`config.mk`:
```
export PLATFORM = sky130hd
export DESIGN_NAME = ff_timestep_ctrl_flat
export DESIGN_NICKNAME = d
export VERILOG_FILES = /design/src/rtl/ff_timestep_ctrl_if.sv /design/src/rtl/ff_timestep_ctrl.sv /design/src/flat_wrapper.sv
export SDC_FILE = /design/constraint.sdc
export NUM_CORES = 1
export LEC_CHECK = 0
export CELL_PAD_IN_SITES_DETAIL_PLACEMENT = 0
export CELL_PAD_IN_SITES_GLOBAL_PLACEMENT = 1
export CORE_MARGIN = 2
export CORE_UTILIZATION = 25
export CTS_CLUSTER_SIZE = 10
export DETAILED_ROUTE_END_ITERATION = 12
export PLACE_DENSITY_LB_ADDON = 0.1
export SYNTH_ARGS = -nofsm -noshare
export SYNTH_HDL_FRONTEND = slang
export SYNTH_SLANG_ARGS = --single-unit
export TNS_END_PERCENT = 30
```
`constraint.sdc`:
```
create_clock -name CLK -period 1.7 [get_ports CLK]
set_input_delay 0.255 -clock CLK [delete_from_list [all_inputs] [get_ports CLK]]
set_output_delay 0.255 -clock CLK [all_outputs]
set_load 0.01 [all_outputs]
```
`src/rtl/ff_timestep_ctrl_if.sv`:
```
// Scheduler FIFO pop interface between the timestep controller (master) and
// the AER input scheduler FIFO (slave).
//
// Handshake: SCHED_DATA_OUT is valid whenever SCHED_EMPTY is 0. Driving
// CTRL_SCHED_POP_N low for one cycle consumes the head entry at that clock
// edge. The master issues at most one pop per event.
interface ff_timestep_ctrl_if #(
  parameter int AER_IN_CORE_WIDTH = 12
);
  logic                         SCHED_EMPTY;
  logic [AER_IN_CORE_WIDTH-1:0] SCHED_DATA_OUT;
  logic                         CTRL_SCHED_POP_N;

  modport master (
    input  SCHED_EMPTY,
    input  SCHED_DATA_OUT,
    output CTRL_SCHED_POP_N
  );

  modport slave (
    output SCHED_EMPTY,
    output SCHED_DATA_OUT,
    input  CTRL_SCHED_POP_N
  );
endinterface

```
`src/rtl/ff_timestep_ctrl.sv`:
```
// Spike-event sequencer for the FF/STDP core: pops AER events, sweeps
// integrate/fire over all post-neuron words, and counts timesteps per sample.
module ff_timestep_ctrl #(
  parameter int TIME_STEP            = 8,
  parameter int OUTPUT_NEURON        = 256,
  parameter int POST_NEUR_PARALLEL   = 4,
  parameter int POST_WORD_ADDR_WIDTH = 6,
  parameter int PRE_NEUR_ADDR_WIDTH  = 10,
  parameter int AER_IN_CORE_WIDTH    = 12,
  parameter int SYN_ARRAY_ADDR_WIDTH = 16,
  parameter int TS_WIDTH             = 3
) (
  input  logic                            CLK,
  input  logic                            RSTN,
  input  logic                            START,
  ff_timestep_ctrl_if.master              sched,
  output logic                            SYN_RD_EN,
  output logic [SYN_ARRAY_ADDR_WIDTH-1:0] SYN_ADDR,
  output logic [POST_WORD_ADDR_WIDTH-1:0] POST_WORD_ADDR,
  output logic                            NEUR_INTEG_EN,
  output logic                            NEUR_FIRE_EN,
  output logic [TS_WIDTH-1:0]             TS_IDX,
  output logic                            BUSY,
  output logic                            DONE,
  output logic [2:0]                      STATE_DBG
);

  localparam int WORDS = OUTPUT_NEURON / POST_NEUR_PARALLEL;
  localparam logic [POST_WORD_ADDR_WIDTH-1:0] LAST_WORD = POST_WORD_ADDR_WIDTH'(WORDS - 1);
  localparam logic [TS_WIDTH-1:0]             LAST_TS   = TS_WIDTH'(TIME_STEP - 1);

  typedef enum logic [2:0] {
    IDLE    = 3'd0,
    WAIT_EV = 3'd1,
    POP     = 3'd2,
    INTEG   = 3'd3,
    FIRE    = 3'd4,
    NEXT_TS = 3'd5,
    DONE_ST = 3'd6
  } state_t;

  state_t                           state;
  logic [AER_IN_CORE_WIDTH-1:0]     ev;
  logic [POST_WORD_ADDR_WIDTH-1:0]  w;
  logic                             pop_n;

  logic [1:0]                       ev_virt;
  logic [PRE_NEUR_ADDR_WIDTH-1:0]   ev_addr;

  assign ev_virt = ev[AER_IN_CORE_WIDTH-1 -: 2];
  assign ev_addr = ev[PRE_NEUR_ADDR_WIDTH-1:0];

  // WORDS is a power of two, so addr*WORDS + w is a plain concatenation.
  function automatic logic [SYN_ARRAY_ADDR_WIDTH-1:0] syn_word(
    input logic [PRE_NEUR_ADDR_WIDTH-1:0]  a,
    input logic [POST_WORD_ADDR_WIDTH-1:0] wi
  );
    return SYN_ARRAY_ADDR_WIDTH'({a, wi});
  endfunction

  always_ff @(posedge CLK or negedge RSTN) begin
    if (!RSTN) begin
      state         <= IDLE;
      ev            <= '0;
      w             <= '0;
      pop_n         <= 1'b1;
      SYN_RD_EN     <= 1'b0;
      SYN_ADDR      <= '0;
      NEUR_INTEG_EN <= 1'b0;
      NEUR_FIRE_EN  <= 1'b0;
      TS_IDX        <= '0;
      BUSY          <= 1'b0;
      DONE          <= 1'b0;
    end else begin
      case (state)
        IDLE: begin
          if (START) begin
            state  <= WAIT_EV;
            TS_IDX <= '0;
            BUSY   <= 1'b1;
          end
        end
        WAIT_EV: begin
          if (!sched.SCHED_EMPTY) begin
            ev    <= sched.SCHED_DATA_OUT;
            pop_n <= 1'b0;
            state <= POP;
          end
        end
        POP: begin
          pop_n <= 1'b1;
          w     <= '0;
          case (ev_virt)
            2'b00: begin
              state         <= INTEG;
              SYN_RD_EN     <= 1'b1;
              NEUR_INTEG_EN <= 1'b1;
              SYN_ADDR      <= syn_word(ev_addr, '0);
            end
            2'b01: begin
              state        <= FIRE;
              NEUR_FIRE_EN <= 1'b1;
            end
            default: state <= WAIT_EV;
          endcase
        end
        INTEG: begin
          if (w == LAST_WORD) begin
            state         <= WAIT_EV;
            w             <= '0;
            SYN_RD_EN     <= 1'b0;
            NEUR_INTEG_EN <= 1'b0;
            SYN_ADDR      <= '0;
          end else begin
            w        <= w + POST_WORD_ADDR_WIDTH'(1);
            SYN_ADDR <= syn_word(ev_addr, w + POST_WORD_ADDR_WIDTH'(1));
          end
        end
        FIRE: begin
          if (w == LAST_WORD) begin
            state        <= NEXT_TS;
            w            <= '0;
            NEUR_FIRE_EN <= 1'b0;
          end else begin
            w <= w + POST_WORD_ADDR_WIDTH'(1);
          end
        end
        NEXT_TS: begin
          if (TS_IDX == LAST_TS) begin
            state <= DONE_ST;
            DONE  <= 1'b1;
          end else begin
            TS_IDX <= TS_IDX + TS_WIDTH'(1);
            state  <= WAIT_EV;
          end
        end
        DONE_ST: begin
          DONE  <= 1'b0;
          BUSY  <= 1'b0;
          state <= IDLE;
        end
        default: state <= IDLE;
      endcase
    end
  end

  assign sched.CTRL_SCHED_POP_N = pop_n;
  assign POST_WORD_ADDR         = w;
  assign STATE_DBG              = state;

endmodule

```
`src/flat_wrapper.sv`:
```
// flat-port wrapper written by rule: the top's interface ports become plain ports
module ff_timestep_ctrl_flat 
#(
  parameter int TIME_STEP            = 8,
  parameter int OUTPUT_NEURON        = 256,
  parameter int POST_NEUR_PARALLEL   = 4,
  parameter int POST_WORD_ADDR_WIDTH = 6,
  parameter int PRE_NEUR_ADDR_WIDTH  = 10,
  parameter int AER_IN_CORE_WIDTH    = 12,
  parameter int SYN_ARRAY_ADDR_WIDTH = 16,
  parameter int TS_WIDTH             = 3
)
  (CLK, RSTN, START, SYN_RD_EN, SYN_ADDR, POST_WORD_ADDR, NEUR_INTEG_EN, NEUR_FIRE_EN, TS_IDX, BUSY, DONE, STATE_DBG, sched_SCHED_EMPTY, sched_SCHED_DATA_OUT, sched_CTRL_SCHED_POP_N);
  ff_timestep_ctrl_if #(.AER_IN_CORE_WIDTH(AER_IN_CORE_WIDTH)) sched_i ();
  input  logic CLK;
  input  logic RSTN;
  input  logic START;
  output logic SYN_RD_EN;
  output logic [SYN_ARRAY_ADDR_WIDTH-1:0] SYN_ADDR;
  output logic [POST_WORD_ADDR_WIDTH-1:0] POST_WORD_ADDR;
  output logic NEUR_INTEG_EN;
  output logic NEUR_FIRE_EN;
  output logic [TS_WIDTH-1:0] TS_IDX;
  output logic BUSY;
  output logic DONE;
  output logic [2:0] STATE_DBG;
  input wire logic [$bits(sched_i.SCHED_EMPTY)-1:0] sched_SCHED_EMPTY;
  input wire logic [$bits(sched_i.SCHED_DATA_OUT)-1:0] sched_SCHED_DATA_OUT;
  output wire logic [$bits(sched_i.CTRL_SCHED_POP_N)-1:0] sched_CTRL_SCHED_POP_N;
  assign sched_i.SCHED_EMPTY = sched_SCHED_EMPTY;
  assign sched_i.SCHED_DATA_OUT = sched_SCHED_DATA_OUT;
  assign sched_CTRL_SCHED_POP_N = sched_i.CTRL_SCHED_POP_N;
  ff_timestep_ctrl #(.TIME_STEP(TIME_STEP), .OUTPUT_NEURON(OUTPUT_NEURON), .POST_NEUR_PARALLEL(POST_NEUR_PARALLEL), .POST_WORD_ADDR_WIDTH(POST_WORD_ADDR_WIDTH), .PRE_NEUR_ADDR_WIDTH(PRE_NEUR_ADDR_WIDTH), .AER_IN_CORE_WIDTH(AER_IN_CORE_WIDTH), .SYN_ARRAY_ADDR_WIDTH(SYN_ARRAY_ADDR_WIDTH), .TS_WIDTH(TS_WIDTH)) u_core (.CLK(CLK), .RSTN(RSTN), .START(START), .sched(sched_i), .SYN_RD_EN(SYN_RD_EN), .SYN_ADDR(SYN_ADDR), .POST_WORD_ADDR(POST_WORD_ADDR), .NEUR_INTEG_EN(NEUR_INTEG_EN), .NEUR_FIRE_EN(NEUR_FIRE_EN), .TS_IDX(TS_IDX), .BUSY(BUSY), .DONE(DONE), .STATE_DBG(STATE_DBG));
endmodule
```
Yosys cells after proc, flatten, opt, wreduce, memory -nomap -nowiden
Index checks and enable logic that the tools add are counted.
Widths: inputs -> output; s select.
{"block": "totals", "reg_bits": 45, "out_inout_bits": 34, "elab_cells": 75, "inputBits": 16}
{"block": "op_classes", "eq_ne": 17, "add_sub_neg": 2, "mux": 26, "bitwise": 1, "reduce_logical": 19}
{"operator": "$mux 16", "count": 2}
{"operator": "$pmux 16 s2", "count": 1}
{"operator": "$mux 3", "count": 7}
{"operator": "$pmux 3 s6", "count": 1}
{"operator": "$reduce_bool 2->1", "count": 7}
{"operator": "$eq 3x3->1 const B", "count": 4}
{"operator": "$pmux 3 s2", "count": 2}
{"operator": "$pmux 6 s2", "count": 1}
{"operator": "$ne 2x1->1 const B", "count": 5}
{"operator": "$pmux 1 s2", "count": 5}
{"operator": "$reduce_and 2->1", "count": 5}
{"operator": "$reduce_and 3->1", "count": 3}
{"operator": "$add 6x1->6 const B", "count": 1}
{"operator": "$eq 3x2->1 const B", "count": 2}
{"operator": "$eq 6x6->1 const B", "count": 1}
{"operator": "$mux 1", "count": 6}
{"operator": "$mux 6", "count": 1}
{"operator": "$ne 2x2->1 const B", "count": 3}
{"operator": "$reduce_and 4->1", "count": 1}
{"operator": "$add 3x1->3 const B", "count": 1}
{"operator": "$eq 3x1->1 const B", "count": 1}
{"operator": "$logic_not 3->1", "count": 1}
{"operator": "$eq 2x1->1 const B", "count": 1}
{"operator": "$logic_not 2->1", "count": 1}
{"operator": "2 further kinds", "count": 2}

Depth between registers and ports, before layout
Gate-level depths: netlist of the first run.
{"block": "logic_depth", "ltp_word": 3, "depth_mapped": 7, "mapped_depth_nobuf": 6}

Worst setup path before layout of the first run
Ideal clock, no wire load.
{"block": "synth_path", "path_kind": "register to register", "start": "register u_core.w[0], in the netlist u_core.POST_WORD_ADDR[0]", "end": "register u_core.state[0], in the netlist u_core.STATE_DBG[0]", "t_arrival_ns": 1.581, "required_time_ns": 1.623, "synth_period_minus_slack_ns": 1.658, "stages_incl_launch_ff": 7, "slack_ns": 0.042, "n_path_buf": 1, "setup_time_ns": 0.077, "path_cell_list": "dfrtp_1 -> ha_1 -> buf_2 -> and4_4 -> nand2_2 -> a211o_1 -> a21oi_1"}
{"block": "synth_via", "elab_chain_cells": 3, "word_cells_on_any_way": 4, "cone_classes": "eq/ne: 3; reduce/logical: 1"}
{"element": "start, declared", "line_no": "ff_timestep_ctrl.sv:44", "source": "logic [POST_WORD_ADDR_WIDTH-1:0] w;"}
{"element": "start signal, assigned", "line_no": "ff_timestep_ctrl.sv:115", "source": "w <= w + POST_WORD_ADDR_WIDTH'(1);"}
{"element": "start signal, assigned", "line_no": "ff_timestep_ctrl.sv:125", "source": "w <= w + POST_WORD_ADDR_WIDTH'(1);"}
{"element": "$eq 6x6->1 *", "line_no": "ff_timestep_ctrl.sv:108, ff_timestep_ctrl.sv:120"}
{"element": "$ne 2x1->1 (no source line)"}
{"element": "$reduce_and 4->1 (no source line) *"}
{"element": "end signal, assigned", "line_no": "ff_timestep_ctrl.sv:109", "source": "state <= WAIT_EV;"}
{"element": "end signal, assigned", "line_no": "ff_timestep_ctrl.sv:121", "source": "state <= NEXT_TS;"}
{"element": "end signal, assigned", "line_no": "ff_timestep_ctrl.sv:130", "source": "state <= DONE_ST;"}
{"element": "end, declared", "line_no": "ff_timestep_ctrl.sv:42", "source": "state_t state;"}
Every way passes the cells marked *; elsewhere a longest branch is shown, timed or not.
A chain may end at the register's enable or synchronous reset.

Worst setup path in the final report of the first run
{"block": "layout_path", "start": "register u_core.state[0], in the netlist u_core.STATE_DBG[0]", "end": "output STATE_DBG[0]"}
{"element": "start signal, assigned", "line_no": "ff_timestep_ctrl.sv:63", "source": "state <= IDLE;"}
{"element": "start signal, assigned", "line_no": "ff_timestep_ctrl.sv:78", "source": "state <= WAIT_EV;"}
{"element": "start signal, assigned", "line_no": "ff_timestep_ctrl.sv:87", "source": "state <= POP;"}
{"element": "end, declared", "line_no": "flat_wrapper.sv:26", "source": "output logic [2:0] STATE_DBG;"}
No word-level cell between the ends.

==> flow_summary_export.csv, run 1 <==
group,metric,value,unit
min_path,hold_path.class,"input pin to async pin",
global_route,gr-usage-all-layers,12.62,%
setup_path,cp-end-kind,"output pin",
power_and_ir_drop,pwr-share-clk,13.2,%
timing,period_needed,1.639,ns
clocking,htree_levels,2,
placed_design,globalplace.congestion,0.7295,
die,die_x,99.60,um
drt,firstDrtPassIters,4,
power_and_ir_drop,power.switching,0.002030,W
drt,vias_per_cell,4.755,
timing,hold_viol,0,
timing,post-route-period-util,96.44,%
placed_design,numPlacedInstances,395,
setup_path,crit_type,"flip-flop to output pin",
logic_synthesis,synth-edff-count,0,
global_route,grt_antenna_before_repair,0,
logic_synthesis,ys_types,46,
setup_path,cp.required,1.44,ns
drt,drc,0,
logic_synthesis,yosys.area.top_type,"dfrtp_1",
global_route,grt_remaining_overflow,0,
power_and_ir_drop,p_leak,1.327,nW
clocking,clk_latency,0.30,ns
cells_and_area,final_util,35.73,%
global_route,grt_pass1_vias,1899,
timing,finClkSkew,0.01469,ns
drt,finalWirelength,5888,um
logic_synthesis,ys_top_cells_by_area,"dfrtp_1 48%, mux2_4 6.6%, nand2_1 6.1%",
die,start_util,25.94,%
timing,finalSetupViolCount,0,
logic_synthesis,syn_area,2285,um2
drt,ant_nets,0,
power_and_ir_drop,power_frac_seq,33.1,%
power_and_ir_drop,irDropWorstVdd,0.5601,mV
cells_and_area,drive_above_1_share,19.26,%
die,coreArea,8806,um2
logic_synthesis,synth_seq_cells,45,
placed_design,io_buffer_count,49,
logic_synthesis,netlist_instances,231,
logic_synthesis,ys_seq_area_share,49.34,%
timing,drv_slew,0,
setup_path,start_kind,"flip-flop",
clocking,cts_buffers,5,
power_and_ir_drop,power,0.005298,W
die,rows,34,
power_and_ir_drop,power_frac_comb,53.7,%
placed_design,dp_hpwl,4431,um
timing,timing.hold.ws,0.4321,ns
drt,wl_per_cell,14.57,um
logic_synthesis,synth_ff_type,"dfrtp_1",
timing,worst_pin_slew,0.5197,ns
setup_path,cp_max_fo,16,
die,pin_count,50,
power_and_ir_drop,powerDensity,1684,nW/um2
timing,fmax,0.6100,GHz
cells_and_area,fin_cells,404,
global_route,grt_pass1_wl,9873,um
logic_synthesis,synth_nets,250,
die,die-height,99.60,um
flow_run,maxCapViolations,0,
power_and_ir_drop,swShare,38.32,%
global_route,grt_max_degree,30,
clocking,clkTransAtPathRegs,0.10,ns
timing,rsz0062_at_grt,"false",
clocking,max-clock-path-buffers,2,
logic_synthesis,syn_avg_cell_area,9.890,um2
setup_path,cp_data_arrival_time,1.38,ns
clocking,cts_root_buf,"clkbuf_8",
status,outcome,"completed",
cells_and_area,syn_to_final_growth,37.73,%
cells_and_area,fin_nets,314,
cells_and_area,diodes,0,
logic_synthesis,yosysWarnings,0,
timing,slew_headroom,65.35,%
die,dieArea,9919,um2
drt,drtIter0Drc,111,
logic_synthesis,async_flop_share,100.0,%
drt,vias,1921,
logic_synthesis,synth.top_cell.area_share,48.19,%
power_and_ir_drop,p_int,0.003268,W
clocking,cts_sinks,45,
clocking,cts_tree,"done",
## metrics by stage
step	worst slack, ns	cell area (um2)	TNS (ns)
detailed placement	-0.08446	3037	-0.6185
global placement	-0.05400	3037	-0.2984
CTS	0.02559	3142	0
global route	0.004020	3147	0
finish	0.06054	3147	0
floorplan	0.04194	2285	0
## critical path, stage by stage (launching register included)
cell and delay (ns):
dfrtp_1 0.40, buf_12 0.15, clkdlybuf4s50_1 0.54
## state kept, by name, indices dropped and copies added, names as in the netlist
signal                         flops
u_core.BUSY                        1
u_core.DONE                        1
u_core.NEUR_FIRE_EN                1
u_core.NEUR_INTEG_EN               1
u_core.POST_WORD_ADDR              6
u_core.STATE_DBG                   3
u_core.SYN_ADDR                   16
u_core.TS_IDX                      3
u_core.ev                         12
u_core.sched.CTRL_SCHED_POP_N      1
## placed cells by master (no fill, tap or decap), types with 2 or more instances in the layout
cell	count
a21oi_1	24
a22o_1	5
a22oi_1	2
a32oi_1	2
and3_1	2
buf_12	4
buf_4	21
clkbuf_8	5
clkdlybuf4s50_1	47
dfrtp_1	42
dfrtp_2	2
ha_1	3
inv_1	4
mux2_2	3
mux2_4	10
nand2_1	37
nand2b_1	4
nand3_1	5
nand4_1	2
nor2_1	11
nor2b_1	4
nor3_1	3
o21ai_0	19
o22ai_1	2
o311ai_0	2
o31ai_1	3
xor2_1	2
## layer usage
| metal | vias to the layer above | routed length, um | track usage, % |
|---|---|---|---|
| met1 | 935 | 2938 | 17.98 |
| met4 | 0 | 34 | 3.477 |
| met5 | - | 0 | 0 |
| met3 | 2 | 162 | 2.319 |
| li1 | 947 | - | - |
| met2 | 37 | 2752 | 19.65 |
## timing repair
item / 4_1_cts / 5_1_grt
pin swaps: 0 / 0
hold buffers: 1 / 0
resized for setup: 1 / 3
buffers inserted: 0 / 0
setup endpoints to repair: 1 / 13
endpoints found under the hold margin: 15 / 0
## logic make-up after synthesis
group | Yosys count | synth area share, %
DFF | 45 | 49.34
adders and majority gates | 3 | 1.643
AOI/OAI and AO/OA | 70 | 18.95
muxes | 13 | 8.050
buffers and inverters | 22 | 5.312
xor gates and xnor gates | 3 | 1.150
and+or+nand+nor | 75 | 15.55
## synth_stat cells, drive strengths merged (2+ instances only)
cell / count
dfrtp: 44
nand2: 38
a21oi: 24
o21ai: 20
mux2: 13
nor2: 13
buf: 12
clkbuf: 6
a22o: 5
nand3: 5
inv: 4
nand2b: 4
nor2b: 4
ha: 3
nor3: 3
o31ai: 3
a22oi: 2
a32oi: 2
and3: 2
nand4: 2
o21a: 2
o22ai: 2
o311ai: 2
xor2: 2
## power groups by stage
stage | sequential, W | combinational [W] | clock (W)
2_1_floorplan | 0.00185 | 0.00156 | 0
3_3_place_gp | 0.00178 | 0.00286 | 0
3_5_place_dp | 0.00178 | 0.00288 | 0
4_1_cts | 0.00176 | 0.00289 | 0.000744
5_1_grt | 0.00181 | 0.00313 | 0.000790
6_report | 0.00175 | 0.00285 | 0.000700
## path summary, 6_finish.rpt
kind                                      from                        to  slack [ns]  cells past startpoint
max in group asynchronous                 RSTN  u_core.POST_WORD_ADDR[5]        0.75                      3
max                        u_core.STATE_DBG[0]              STATE_DBG[0]        0.06                      2
min                                       RSTN  u_core.POST_WORD_ADDR[2]        0.43                      2
min in group CLK            u_core.SYN_ADDR[5]        u_core.SYN_ADDR[5]        0.47                      2
max reg2reg                u_core.STATE_DBG[1]  u_core.POST_WORD_ADDR[5]        0.11                      5
min reg2reg                 u_core.SYN_ADDR[5]        u_core.SYN_ADDR[5]        0.47                      2
## area by class of cell
type | count | area, um2
Sequential cell | 45 | 1130
Inverter | 4 | 15.01
Timing Repair Buffer | 75 | 735.7
Clock inverter | 3 | 25.02
Fill cell | 920 | 5659
Tap cell | 108 | 135.1
Clock buffer | 5 | 68.82
Multi-Input combinational cell | 164 | 1037
Power figures use the tool's default switching activity.
==> run 2: changes to the inputs <==
--- a/config.mk
+++ b/config.mk
@@ -15,4 +15,3 @@
 export SYNTH_ARGS = -nofsm -noshare
 export SYNTH_HDL_FRONTEND = slang
 export SYNTH_SLANG_ARGS = --single-unit
-export TNS_END_PERCENT = 30
==> results of run 2 <==
Final layout, timing and power as in run 1 (identical DEF).
==> run 3: changes to the inputs <==
--- a/config.mk
+++ b/config.mk
@@ -5,6 +5,7 @@
 export SDC_FILE = /design/constraint.sdc
 export NUM_CORES = 1
 export LEC_CHECK = 0
+export ABC_AREA = 1
 export CELL_PAD_IN_SITES_DETAIL_PLACEMENT = 0
 export CELL_PAD_IN_SITES_GLOBAL_PLACEMENT = 1
 export CORE_MARGIN = 2
==> run 3 against run 2 <==
Net effect:
- global-route usage is 0.93 points lower
- via count is 13% lower
- core utilization is 0.61 points lower
- non-clock buffer count is 17 lower
- largest power group unchanged
==> flow_summary_export.csv, run 3 <==
group,metric,value,unit
drt,vias,1666,
power_and_ir_drop,power.switching,0.001682,W
global_route,gr-usage-all-layers,11.69,%
cells_and_area,final_util,35.13,%
setup_path,critical_path_buf_inv_count,1,
logic_synthesis,synth_most_common_cell,"nand2_1",
logic_synthesis,ys_top_cells_by_area,"dfrtp_1 53%, nand2_1 14%, nand3_1 6.6%",
setup_path,cp_max_fo,5,
global_route,grt_pass1_vias,1595,
drt,drtIter0Drc,77,
die,die_x,94.76,um
clocking,clkTransAtPathRegs,0.09,ns
logic_synthesis,yosys.area.top_type,"dfrtp_1",
logic_synthesis,synth_ff_type,"dfrtp_1",
clocking,cts_root_buf,"clkbuf_8",
die,dieArea,8979,um2
cells_and_area,syn_to_final_growth,38.03,%
clocking,htree_levels,2,
setup_path,r2r-start,"u_core.POST_WORD_ADDR[0]",
clocking,cts_tree,"done",
setup_path,start_kind,"flip-flop",
timing,finalSetupViolCount,0,
setup_path,cp_slowest_cell,"clkdlybuf4s50_1",
global_route,grt_max_degree,29,
global_route,grt_antenna_before_repair,0,
die,rows,33,
logic_synthesis,synth_nets,252,
cells_and_area,multiInputGateArea,752.0,um2
placed_design,dp_hpwl,3643,um
status,outcome,"completed",
setup_path,cp-end-kind,"output pin",
logic_synthesis,ys_types,25,
setup_path,cp_data_arrival_time,1.36,ns
die,coreArea,8093,um2
logic_synthesis,async_flop_share,100.0,%
drt,wl_per_cell,12.48,um
logic_synthesis,synth-edff-count,0,
placed_design,post-place-ws,0.1349,ns
clocking,cts_sinks,45,
drt,vias_per_cell,4.196,
flow_run,maxCapViolations,0,
timing,fin_ws,0.08290,ns
logic_synthesis,synth.top_cell.area_share,53.46,%
timing,period_needed,1.617,ns
drt,ant_nets,0,
die,pin_count,50,
min_path,hold_path.class,"input pin to async pin",
logic_synthesis,ys_seq_area_share,54.74,%
power_and_ir_drop,p_leak,1.412,nW
placed_design,globalplace.congestion,0.7666,
logic_synthesis,syn_area,2059,um2
timing,timing.hold.ws,0.4384,ns
timing,drv_slew,0,
global_route,grt_pass1_wl,7997,um
setup_path,cp.required,1.44,ns
logic_synthesis,netlist_instances,233,
cells_and_area,fin_nets,310,
cells_and_area,top_register,"u_core.SYN_ADDR",
drt,finalWirelength,4955,um
timing,rsz0062_at_grt,"false",
power_and_ir_drop,pwr-share-clk,21.2,%
setup_path,crit_chain,"clkdlybuf4s50_1",
power_and_ir_drop,irDropWorstVdd,0.5358,mV
clocking,cts_buffers,5,
clocking,max-clock-path-buffers,2,
setup_path,reg2regPathDepth,8,
cells_and_area,largest_register_ffs,16,
timing,tns,0,ns
cells_and_area,regArea,1129,um2
die,start_util,25.45,%
cells_and_area,drive_above_1_share,13.70,%
placed_design,numPlacedInstances,386,
timing,hold_viol,0,
clocking,clk_latency,0.30,ns
timing,slew_headroom,68.95,%
logic_synthesis,syn_avg_cell_area,8.839,um2
cells_and_area,fin_cells,397,
logic_synthesis,synth_common_cells,"77 x nand2_1, 44 x dfrtp_1, 27 x inv_1, 27 x nand3_1, 11 x o21ai_2",
cells_and_area,final_common_cell,"nand2_1",
drt,drc,0,
timing,finClkSkew,0.005204,ns
logic_synthesis,synth_seq_cells,45,
cells_and_area,diodes,0,
power_and_ir_drop,p_int,0.002946,W
logic_synthesis,yosysWarnings,0,
global_route,grt_remaining_overflow,0,
setup_path,cp_top_family,"buffers and inverters",
power_and_ir_drop,swShare,36.34,%
setup_path,slowest_delay,0.59,ns
timing,fmax,0.6184,GHz
placed_design,io_buffer_count,49,
cells_and_area,layout_common_cells,"77 x nand2_1, 48 x clkdlybuf4s50_1, 43 x dfrtp_1",
cells_and_area,fillers,902,
power_and_ir_drop,powerDensity,1628,nW/um2
setup_path,crit_type,"flip-flop to output pin",
setup_path,reg2reg_to,"u_core.SYN_ADDR[12]",
drt,firstDrtPassIters,4,
setup_path,r2r_setup_slack,0.19,ns
timing,worst_pin_slew,0.4658,ns
power_and_ir_drop,power_frac_seq,38.6,%
timing,post-route-period-util,95.12,%
power_and_ir_drop,power_frac_comb,40.2,%
die,die-height,94.76,um
-- run 3: cell types whose count changed after synthesis, sizes merged, moves of 6 or more --
cell,before,now
inv,4,30
nand3,5,28
nand2,38,81
a21oi,24,1
clkbuf,6,0
mux2,13,0
nor2,13,7
-- run 3: worst max path at each step --
| stage | startpoint | endpoint | slack, ns | cells after the start |
|---|---|---|---|---|
| floorplan | u_core.POST_WORD_ADDR[0] | u_core.SYN_ADDR[10] | 0.32 | 8 |
| global placement | u_core.POST_WORD_ADDR[0] | u_core.SYN_ADDR[8] | 0.15 | 8 |
| detailed placement | u_core.POST_WORD_ADDR[0] | u_core.SYN_ADDR[8] | 0.13 | 8 |
| CTS | u_core.STATE_DBG[2] | STATE_DBG[2] | 0.05 | 1 |
| global route | u_core.STATE_DBG[2] | STATE_DBG[2] | 0.007 | 1 |
| finish | u_core.STATE_DBG[2] | STATE_DBG[2] | 0.08 | 1 |
-- run 3: stage by stage --
stage | power, W | cell area, um2
after CTS | 0.004725 | 2828
after floorplan | 0.002836 | 2059
after global placement | 0.003706 | 2679
final | 0.004628 | 2843
after global routing | 0.004998 | 2843
after detailed placement | 0.003704 | 2679
-- run 3: cells by family (layout without fill, tap and decap cells) --
logic type                 count (synthesis)  count (layout)  synth area share (%)
DFF                                       45              45                 54.74
adders and majority gates                  3               3                 1.823
buffers and inverters                     37              96                 8.748
xor gates and xnor gates                   3               3                 1.276
AOI/OAI and AO/OA                         25              25                 8.262
and+or+nand+nor                          120             120                 25.15
-- run 3: layout make-up --
cell class	count	area share, %
Clock buffer	5	2.421
Clock inverter	3	2.421
Inverter	30	3.961
Multi-Input combinational cell	151	26.45
Sequential cell	45	39.70
Tap cell	105	4.621
Timing Repair Buffer	58	20.42
-- run 3: metal layers --
layer	vias to the layer above	GRT usage [%]	share of wire, %
met1	783	16.17	48
met5	-	0	0
met4	0	4.710	0.77
li1	845	-	-
met2	36	17.91	47
met3	2	2.314	4.7
-- run 3: power groups by stage --
stage / logic (W) / clock network, W / registers [W]
after floorplan: 0.00103 / 0 / 0.00181
after global placement: 0.00190 / 0 / 0.00181
after detailed placement: 0.00189 / 0 / 0.00181
after CTS: 0.00191 / 0.00102 / 0.00180
after global routing: 0.00209 / 0.00107 / 0.00184
final: 0.00186 / 0.000979 / 0.00179
-- run 3: repair_timing --
action	CTS	global route
setup endpoints to repair	1	1
buffers inserted	0	2
hold endpoints to repair	16	0
resized for setup	1	0
hold buffers	1	0
